### config.mk
export PLATFORM = sky130hd
export DESIGN_NAME = violation_reset_seq
export DESIGN_NICKNAME = d
export VERILOG_FILES = /design/src/rtl/violation_reset_seq_pkg.sv /design/src/rtl/violation_reset_seq_prio_enc.sv /design/src/rtl/violation_reset_seq.sv
export SDC_FILE = /design/constraint.sdc
export NUM_CORES = 1
export LEC_CHECK = 0
export ABC_AREA = 1
export CAP_MARGIN = 10
export CORE_MARGIN = 2
export CORE_UTILIZATION = 30
export DETAILED_ROUTE_END_ITERATION = 7
export GPL_ROUTABILITY_DRIVEN = 0
export RECOVER_POWER = 25
export SYNTH_ARGS = -nofsm -noshare
export SYNTH_HDL_FRONTEND = slang
export SYNTH_SLANG_ARGS = --single-unit
### constraint.sdc
create_clock -name clk -period 2.1 [get_ports clk]
set_input_delay 0.42 -clock clk [delete_from_list [all_inputs] [get_ports clk]]
set_output_delay 0.42 -clock clk [all_outputs]
set_load 0.01 [all_outputs]
### src/rtl/violation_reset_seq_pkg.sv
// Shared definitions for the violation reset sequencer: FSM encodings, monitor source indices.
package violation_reset_seq_pkg;

    typedef enum logic [1:0] {
        ST_IDLE     = 2'd0,
        ST_ASSERT   = 2'd1,
        ST_WAIT_HDL = 2'd2
    } state_e;

    localparam int NUM_SRC_DEF = 6;
    localparam int CAUSE_W     = 3;

    localparam int SRC_XSTACK     = 0;
    localparam int SRC_AC         = 1;
    localparam int SRC_ATOMICITY  = 2;
    localparam int SRC_DMA_AC     = 3;
    localparam int SRC_DMA_DETECT = 4;
    localparam int SRC_DMA_XSTACK = 5;

endpackage

### src/rtl/violation_reset_seq_prio_enc.sv
// Lowest-index-first priority encoder over the monitor violation vector.
module violation_reset_seq_prio_enc
    import violation_reset_seq_pkg::*;
#(
    parameter int NUM_SRC = NUM_SRC_DEF
) (
    input  logic [NUM_SRC-1:0] viol,
    output logic [CAUSE_W-1:0] idx,
    output logic               valid
);

    // Scan from the top down so the lowest set index is the last to write idx.
    always_comb begin
        idx   = '0;
        valid = 1'b0;
        for (int i = NUM_SRC - 1; i >= 0; i--) begin
            if (viol[i]) begin
                idx   = CAUSE_W'(i);
                valid = 1'b1;
            end
        end
    end

endmodule

### src/rtl/violation_reset_seq.sv
// Stretches monitor violations into a fixed reset pulse and waits for the core to restart.
// Build option VIOL_LOG_EN: implements the cause/cause_vec/viol_count log; otherwise tied to 0.
module violation_reset_seq
    import violation_reset_seq_pkg::*;
#(
    parameter logic [15:0] RESET_HANDLER   = 16'h0000,
    parameter int          HOLD_CYCLES     = 4,
    parameter int          HANDLER_TIMEOUT = 16,
    parameter int          NUM_SRC         = NUM_SRC_DEF,
    parameter int          CNT_W           = 8
) (
    input  logic               clk,
    input  logic               rst,
    input  logic [15:0]        pc,
    input  logic [NUM_SRC-1:0] viol,
    input  logic               cause_ack,
    output logic               reset,
    output logic [CAUSE_W-1:0] cause,
    output logic               cause_valid,
    output logic [NUM_SRC-1:0] cause_vec,
    output logic [CNT_W-1:0]   viol_count,
    output logic               busy
);

    localparam int HOLD_W = $clog2(HOLD_CYCLES + 1);
    localparam int TMO_W  = $clog2(HANDLER_TIMEOUT + 1);
    localparam logic [HOLD_W-1:0] HOLD_LOAD = HOLD_W'(HOLD_CYCLES - 1);
    localparam logic [TMO_W-1:0]  TMO_LOAD  = TMO_W'(HANDLER_TIMEOUT - 1);

    state_e            state_q, state_d;
    logic [HOLD_W-1:0] hold_cnt_q, hold_cnt_d;
    logic [TMO_W-1:0]  tmo_cnt_q, tmo_cnt_d;
    logic              reset_q, reset_d;
    logic              busy_q, busy_d;
    logic              viol_any;
    logic              new_episode;
    logic              first_entry;

    assign viol_any = |viol;

    always_comb begin
        state_d     = state_q;
        hold_cnt_d  = hold_cnt_q;
        tmo_cnt_d   = tmo_cnt_q;
        new_episode = 1'b0;
        first_entry = 1'b0;
        unique case (state_q)
            ST_IDLE: begin
                if (viol_any) begin
                    state_d     = ST_ASSERT;
                    hold_cnt_d  = HOLD_LOAD;
                    new_episode = 1'b1;
                    first_entry = 1'b1;
                end
            end
            ST_ASSERT: begin
                if (hold_cnt_q == '0) begin
                    state_d   = ST_WAIT_HDL;
                    tmo_cnt_d = TMO_LOAD;
                end else begin
                    hold_cnt_d = hold_cnt_q - HOLD_W'(1);
                end
            end
            ST_WAIT_HDL: begin
                // A fresh violation beats a simultaneous handler hit.
                if (viol_any || (pc != RESET_HANDLER && tmo_cnt_q == '0)) begin
                    state_d     = ST_ASSERT;
                    hold_cnt_d  = HOLD_LOAD;
                    new_episode = 1'b1;
                end else if (pc == RESET_HANDLER) begin
                    state_d = ST_IDLE;
                end else begin
                    tmo_cnt_d = tmo_cnt_q - TMO_W'(1);
                end
            end
            default: state_d = ST_IDLE;
        endcase
        reset_d = (state_d == ST_ASSERT);
        busy_d  = (state_d != ST_IDLE);
    end

    always_ff @(posedge clk or posedge rst) begin
        if (rst) begin
            state_q    <= ST_IDLE;
            hold_cnt_q <= '0;
            tmo_cnt_q  <= '0;
            reset_q    <= 1'b0;
            busy_q     <= 1'b0;
        end else begin
            state_q    <= state_d;
            hold_cnt_q <= hold_cnt_d;
            tmo_cnt_q  <= tmo_cnt_d;
            reset_q    <= reset_d;
            busy_q     <= busy_d;
        end
    end

    assign reset = reset_q;
    assign busy  = busy_q;

`ifdef VIOL_LOG_EN
    logic [CAUSE_W-1:0] prio_idx;
    logic               prio_vld;
    logic [CAUSE_W-1:0] cause_q, cause_d;
    logic               cause_valid_q, cause_valid_d;
    logic [NUM_SRC-1:0] cause_vec_q, cause_vec_d;
    logic [CNT_W-1:0]   viol_count_q, viol_count_d;
    logic               valid_after_ack;

    violation_reset_seq_prio_enc #(
        .NUM_SRC (NUM_SRC)
    ) u_prio_enc (
        .viol  (viol),
        .idx   (prio_idx),
        .valid (prio_vld)
    );

    // Ack clears first, then a same-cycle violation sets, so a new cause survives an ack.
    always_comb begin
        valid_after_ack = cause_valid_q & ~cause_ack;
        cause_d         = cause_q;
        cause_valid_d   = valid_after_ack;
        cause_vec_d     = (cause_ack ? '0 : cause_vec_q) | viol;
        viol_count_d    = viol_count_q;
        if (first_entry && prio_vld) begin
            cause_valid_d = 1'b1;
            if (!valid_after_ack) begin
                cause_d = prio_idx;
            end
        end
        if (new_episode && viol_count_q != '1) begin
            viol_count_d = viol_count_q + CNT_W'(1);
        end
    end

    always_ff @(posedge clk or posedge rst) begin
        if (rst) begin
            cause_q       <= '0;
            cause_valid_q <= 1'b0;
            cause_vec_q   <= '0;
            viol_count_q  <= '0;
        end else begin
            cause_q       <= cause_d;
            cause_valid_q <= cause_valid_d;
            cause_vec_q   <= cause_vec_d;
            viol_count_q  <= viol_count_d;
        end
    end

    assign cause       = cause_q;
    assign cause_valid = cause_valid_q;
    assign cause_vec   = cause_vec_q;
    assign viol_count  = viol_count_q;
`else
    logic log_unused;
    assign log_unused  = &{1'b0, cause_ack, new_episode, first_entry};

    assign cause       = '0;
    assign cause_valid = 1'b0;
    assign cause_vec   = '0;
    assign viol_count  = '0;
`endif

endmodule

==> results of run 1 <==
[registers in the layout, summed over array words and instances, names as in the netlist]
register    flops
busy            1
hold_cnt_q      3
reset           1
state_q         2
tmo_cnt_q       5
[metal layers]
metal  share of wire, %  vias up  GRT usage, %
li1                   -      401             -
met1                 42      336         10.41
met2                 47       30         17.39
met3                 10        2         2.814
met4               0.62        0         4.762
met5                  0        -             0
[worst reg2reg max path, cell delays in order, from the launching register on]
cell,delay [ps]
dfrtp_1,390
inv_1,100
ha_1,150
inv_1,40
or2_2,290
o21ai_0,160
nand2_1,70
nor2_1,90
nand2_1,60
nand2_1,50
[cell usage after synthesis (all sizes together)]
master,n
a21boi,1
a21oi,1
buf,18
conb,1
dfrtp,12
ha,4
inv,12
nand2,32
nand3,12
nand3b,1
nand4,1
nor2,19
nor3,2
o21ai,3
or2,2
xnor2,1
[per-stage QoR]
stage / cells / cell area, µm² / hold WS [ps]
after CTS: 183 / 1190 / 455.9
after detailed placement: 179 / 1154 / 467.3
after global placement: 179 / 1154 / 456.7
after floorplan: 139 / 997.2 / 284.7
final: 183 / 1190 / 479.4
after global routing: 183 / 1190 / 518.5
[worst max path at each step]
stage / from / endpoint / cells after the start
global route: pc[15] / busy$_DFF_PP0_ / 9
floorplan: tmo_cnt_q[0]$_DFFE_PP0P_ / tmo_cnt_q[4]$_DFFE_PP0P_ / 9
global placement: viol[5] / tmo_cnt_q[3]$_DFFE_PP0P_ / 7
finish: reset$_DFF_PP0_ / reset / 1
CTS: reset$_DFF_PP0_ / reset / 1
detailed placement: viol[5] / tmo_cnt_q[4]$_DFFE_PP0P_ / 7
[where the power goes]
group          internal, mW  total (mW)  switching [mW]
registers             0.332       0.411          0.0794
logic                 0.262       0.595           0.332
clock network         0.105       0.179          0.0734
[final cells by class]
type | instances | area (µm²) | area share [%]
flip-flops and latches | 12 | 300.3 | 25.24
repair buffers | 25 | 250.2 | 21.03
clock buffers | 4 | 36.28 | 3.049
inverters | 12 | 45.04 | 3.785
multi-input cells | 97 | 516.7 | 43.43
well taps | 33 | 41.29 | 3.470
[logic make-up (layout without fill, tap and decap cells)]
family / count (synthesis) / in the layout / share of synthesized area, %
other cells: 1 / 18 / 0.4018
simple gates: 69 / 69 / 37.27
fa+ha+maj: 4 / 4 / 5.362
flops: 12 / 12 / 32.17
compound gates: 5 / 5 / 4.558
xor+xnor: 1 / 1 / 0.9385
buf+inv: 30 / 41 / 19.30
==> impl_results.md, run 1 <==
* Vias per inst at around 4.2
* Critical path cell sequence: clkdlybuf4s50_1
* Fmax at 648.2 MHz
* Hold Path Class: reg2reg
* FF+latch count, synth at 12
* Vias at 769
* Hold Path End: hold_cnt_q[1]$_DFFE_PP0P_
* # nets final at 180
* Arr. time, crit path at approximately 1100 ps
* Total clock sinks at 12
* Clock skew at roughly 2.2 ps
* Placeable core area at 3003 µm²
* Hold buffers post-CTS at 0
* Startpoint class of the critical path: flop
* Final slew viol count at 0
* # fillers at about 300
* Standard-cell row count at 20
* Worst R2R End: tmo_cnt_q[4]$_DFFE_PP0P_
* Pre-CTS setup slack at about 320 ps
* CTS tree: yes
* Global route overflow at 0
* Reg clk slew, reported paths at 70 ps
* Hold_sp: hold_cnt_q[1]$_DFFE_PP0P_
* Die width at ~60 µm
* Antenna-violating nets left at 0
* CP bufs+invs at 1
* RSZ-0062 raised after global routing: no
* Leak Pwr at about 0.57 nW
* Max incr delay on CP at 530 ps
* Area growth syn-to-layout at 27.48%
* All-Layer GR Usage at about a tenth
* Top cell type's share of synthesized area at between 30 and 40%
* Max FO, Critical Path at 1
* Status: finished, final reports clean
* Min cycle time layout at about 1500 ps
* Total negative slack at 0 ps
* WP data required at around 1700 ps
* Warnings from Yosys at 0
* Post-synthesis cell area at 933.4 µm²
* Pre-antenna DRT Iters at 4
* IO buf count at 25
* Utilization after layout at between 30% and 40%
* Clock Tree Root: clkbuf_4
* Total of max-cap violations at 0
* H-tree Lvls at 1
* R2R depth at 9
* Final hold viol count at 0
* Cells after synthesis at 122
* Total die area at 3574 µm²
* Initial Util at 31.08%
* Ant diodes at 0
* Ratio of cells with drive above 1 in the final layout at 11.33%
* WHS Path Cells at 2
* Initial antenna violation count at 0
* Endpoint type of the worst setup path: primary output
* Commonest non-fill, non-tap cells in the layout: nand2_1, clkdlybuf4s50_1, conb_1
* Worst R2R Start: tmo_cnt_q[0]$_DFFE_PP0P_
* Final WL at around 1.6 mm
* Vias in the first global route at roughly 670
* Type of the worst setup path: reg2out
* Period utilization at between 70 and 80%
* First-pass GRT wire length at 2.677 mm
* Residual DRC at 0
* Die Ht at ~60 µm
* Clk buf depth at 2
* PnR worst setup slack at 557.2 ps
* Overall power at 1.184 mW
* Largest cells by area after synthesis: dfrtp_1, buf_4, nand2_1
* Commonest non-fill, non-tap cell in the layout: nand2_1
* Library cells used by synthesis at 24
* Top delay family on crit path: buffers and inverters
* Peak supply drop at between 500 and 600 µV
* Detailed placement HPWL at about 1.4 mm
* Setup Buffers After CTS at 0
* Post-synthesis sequential area ratio at 32.17%
* Io pins at 45
* CTS Buf Count at 3
* Area leader, netlist: dfrtp_1
* WL per Instance at ~8.8 µm
* Power per cell area at 995.5 nW/µm²
* Count of final setup violators at 0
* Post-CTS sizing at 0
* Synth Area per Inst at ~7.7 µm²
* Reg2Reg Setup Slack at 640 ps
* DR iter-0 viols at 10
* Largest net degree at the start of global routing at 13
* Critical path's slowest cell: clkdlybuf4s50_1
* Clock Latency Late Sink at between 200 and 300 ps
No activity file was read; power rests on OpenSTA's default activity.
==> inputs of run 2 (changes only) <==
==> constraint.sdc (replaced) <==
create_clock -name clk -period 1.6 [get_ports clk]
set_input_delay 0.32 -clock clk [delete_from_list [all_inputs] [get_ports clk]]
set_output_delay 0.32 -clock clk [all_outputs]
set_load 0.01 [all_outputs]
==> impl_results.md, run 2 (same netlist as run 1, synthesis figures left out) <==
* Status: finished, final reports clean
* Leak Pwr at approximately 0.57 nW
* Residual DRC at 0
* Critical path's slowest cell: clkdlybuf4s50_1
* Max FFs per register at 5
* Initial Util at 31.08%
* CP bufs+invs at 1
* Peak supply drop at between 700 and 800 µV
* Arr. time, crit path at approximately 1100 ps
* Top delay family on crit path: buffers and inverters
* CTS Buf Count at 3
* RSZ-0062 raised after global routing: no
* Register area at ~300 µm²
* Reg2Reg Setup Slack at ~160 ps
* Worst R2R End: tmo_cnt_q[4]$_DFFE_PP0P_
* Top Registers: tmo_cnt_q x5, hold_cnt_q x3, state_q x2
* Final WL at 1.717 mm
* WP data required at ~1300 ps
* Ratio of cells with drive above 1 in the final layout at between 10% and 20%
* Switching pwr at 0.6560 mW
* Commonest non-fill, non-tap cell in the layout: nand2_1
* Type of the worst setup path: reg2out
* Final hold viol count at 0
* Min cycle time layout at around 1400 ps
* Critical path cell sequence: clkdlybuf4s50_1
* Final slew viol count at 0
* Clock skew at about 10 ps
* All-Layer GR Usage at 10.34%
* Total clock sinks at 12
* Period utilization at 90.34%
* Hold buffers post-CTS at 0
* Hold Path Class: in2async
* Max FO, Critical Path at 1
* Global route overflow at 0
* Largest net degree at the start of global routing at 13
* # fillers at roughly 300
* Vias in the first global route at 688
* DR iter-0 viols at 11
* Max incr delay on CP at about 530 ps
* Largest register by flop count: tmo_cnt_q
* Die Ht at around 60 µm
* Power per cell area at roughly 1300 nW/µm²
* Overall power at 1.576 mW
* Commonest non-fill, non-tap cells in the layout: nand2_1, clkdlybuf4s50_1, conb_1
* Antenna-violating nets left at 0
* Clock power share at between 15 and 20%
* Reg clk slew, reported paths at 80 ps
* Vias at about 790
* Clk buf depth at 2
* Clock Tree Root: clkbuf_4
* Power Internal at 0.9199 mW
* Io pins at 45
* Area growth syn-to-layout at 27.48%
* Endpoint type of the worst setup path: primary output
* Combinational power share at 50.1%
* Standard-cell row count at 20
* Ant diodes at 0
* Fmax at a little under 700 MHz
* Initial antenna violation count at 0
* R2R depth at 9
* Sequential share of power at a little over a third
* Clock Latency Late Sink at 270 ps
* Multi-input logic area at approximately 520 µm²
* Switch share at a little over two fifths
* WL per Instance at between 9 and 10 µm
* Count of final setup violators at 0
* Die width at ~60 µm
* CTS tree: yes
* Placeable core area at about 3000 µm²
* First-pass GRT wire length at 2.780 mm
* Detailed placement HPWL at about 1.4 mm
* Vias per inst at around 4.3
* Total of max-cap violations at 0
* Utilization after layout at 39.63%
* Worst R2R Start: tmo_cnt_q[0]$_DFFE_PP0P_
* Total die area at ~3600 µm²
* Startpoint class of the critical path: flop
* H-tree Lvls at 1
* Pre-antenna DRT Iters at 4
* IO buf count at 25
* # nets final at 180
[run 2: timing repair]
action,4_1_cts,5_1_grt
buffers inserted,0,0
hold endpoints to repair,0,0
resized for setup,0,1
endpoints found under the setup margin,0,1
[run 2: final cells by class]
type	instances	share of cell area (%)
inverters	12	3.785
multi-input cells	97	43.43
well taps	33	3.470
flip-flops and latches	12	25.24
repair buffers	25	21.03
clock buffers	4	3.049
[run 2: worst max-delay path by stage]
stage	from	end	slack, ps	cells past startpoint
floorplan	tmo_cnt_q[0]$_DFFE_PP0P_	tmo_cnt_q[4]$_DFFE_PP0P_	260	9
global placement	viol[5]	busy$_DFF_PP0_	-60	6
detailed placement	viol[5]	busy$_DFF_PP0_	-80	6
CTS	tmo_cnt_q[0]$_DFFE_PP0P_	tmo_cnt_q[4]$_DFFE_PP0P_	130	9
global route	tmo_cnt_q[0]$_DFFE_PP0P_	tmo_cnt_q[4]$_DFFE_PP0P_	40	9
finish	reset$_DFF_PP0_	reset	150	1
[run 2: per-layer routing]
layer,global-route usage [%],up-vias,share of wire [%]
met5,0,-,0
met4,2.857,0,0.70
met3,3.680,2,10
met2,19.25,38,47
met1,10.79,347,42
li1,-,400,-
[run 2: metrics by stage]
stage | setup WS, ps | instances | cell area, µm² | setup TNS (ps) | hold WS [ps]
floorplan | 259.8 | 139 | 997.2 | 0 | 184.7
global placement | -61.04 | 179 | 1154 | -446.8 | 456.5
detailed placement | -78.96 | 179 | 1154 | -617.4 | 470.6
CTS | 132.4 | 183 | 1190 | 0 | 357.9
global route | 36.03 | 183 | 1190 | 0 | 517.8
finish | 154.5 | 183 | 1190 | 0 | 484.3
[run 2: power groups by stage]
stage | registers, mW | clock network, mW | logic, mW
3_5_place_dp | 0.552 | 0 | 0.797
4_1_cts | 0.546 | 0.249 | 0.802
5_1_grt | 0.567 | 0.262 | 0.901
3_3_place_gp | 0.543 | 0 | 0.765
2_1_floorplan | 0.532 | 0 | 0.626
6_report | 0.547 | 0.240 | 0.789
==> inputs of run 3 (changes only) <==
--- a/config.mk
+++ b/config.mk
@@ -12,6 +12,7 @@
 export DETAILED_ROUTE_END_ITERATION = 7
 export GPL_ROUTABILITY_DRIVEN = 0
 export RECOVER_POWER = 25
+export SKIP_LAST_GASP = 1
 export SYNTH_ARGS = -nofsm -noshare
 export SYNTH_HDL_FRONTEND = slang
 export SYNTH_SLANG_ARGS = --single-unit
==> results of run 3 <==
No change in the layout: final DEF, timing and power equal those of run 2.
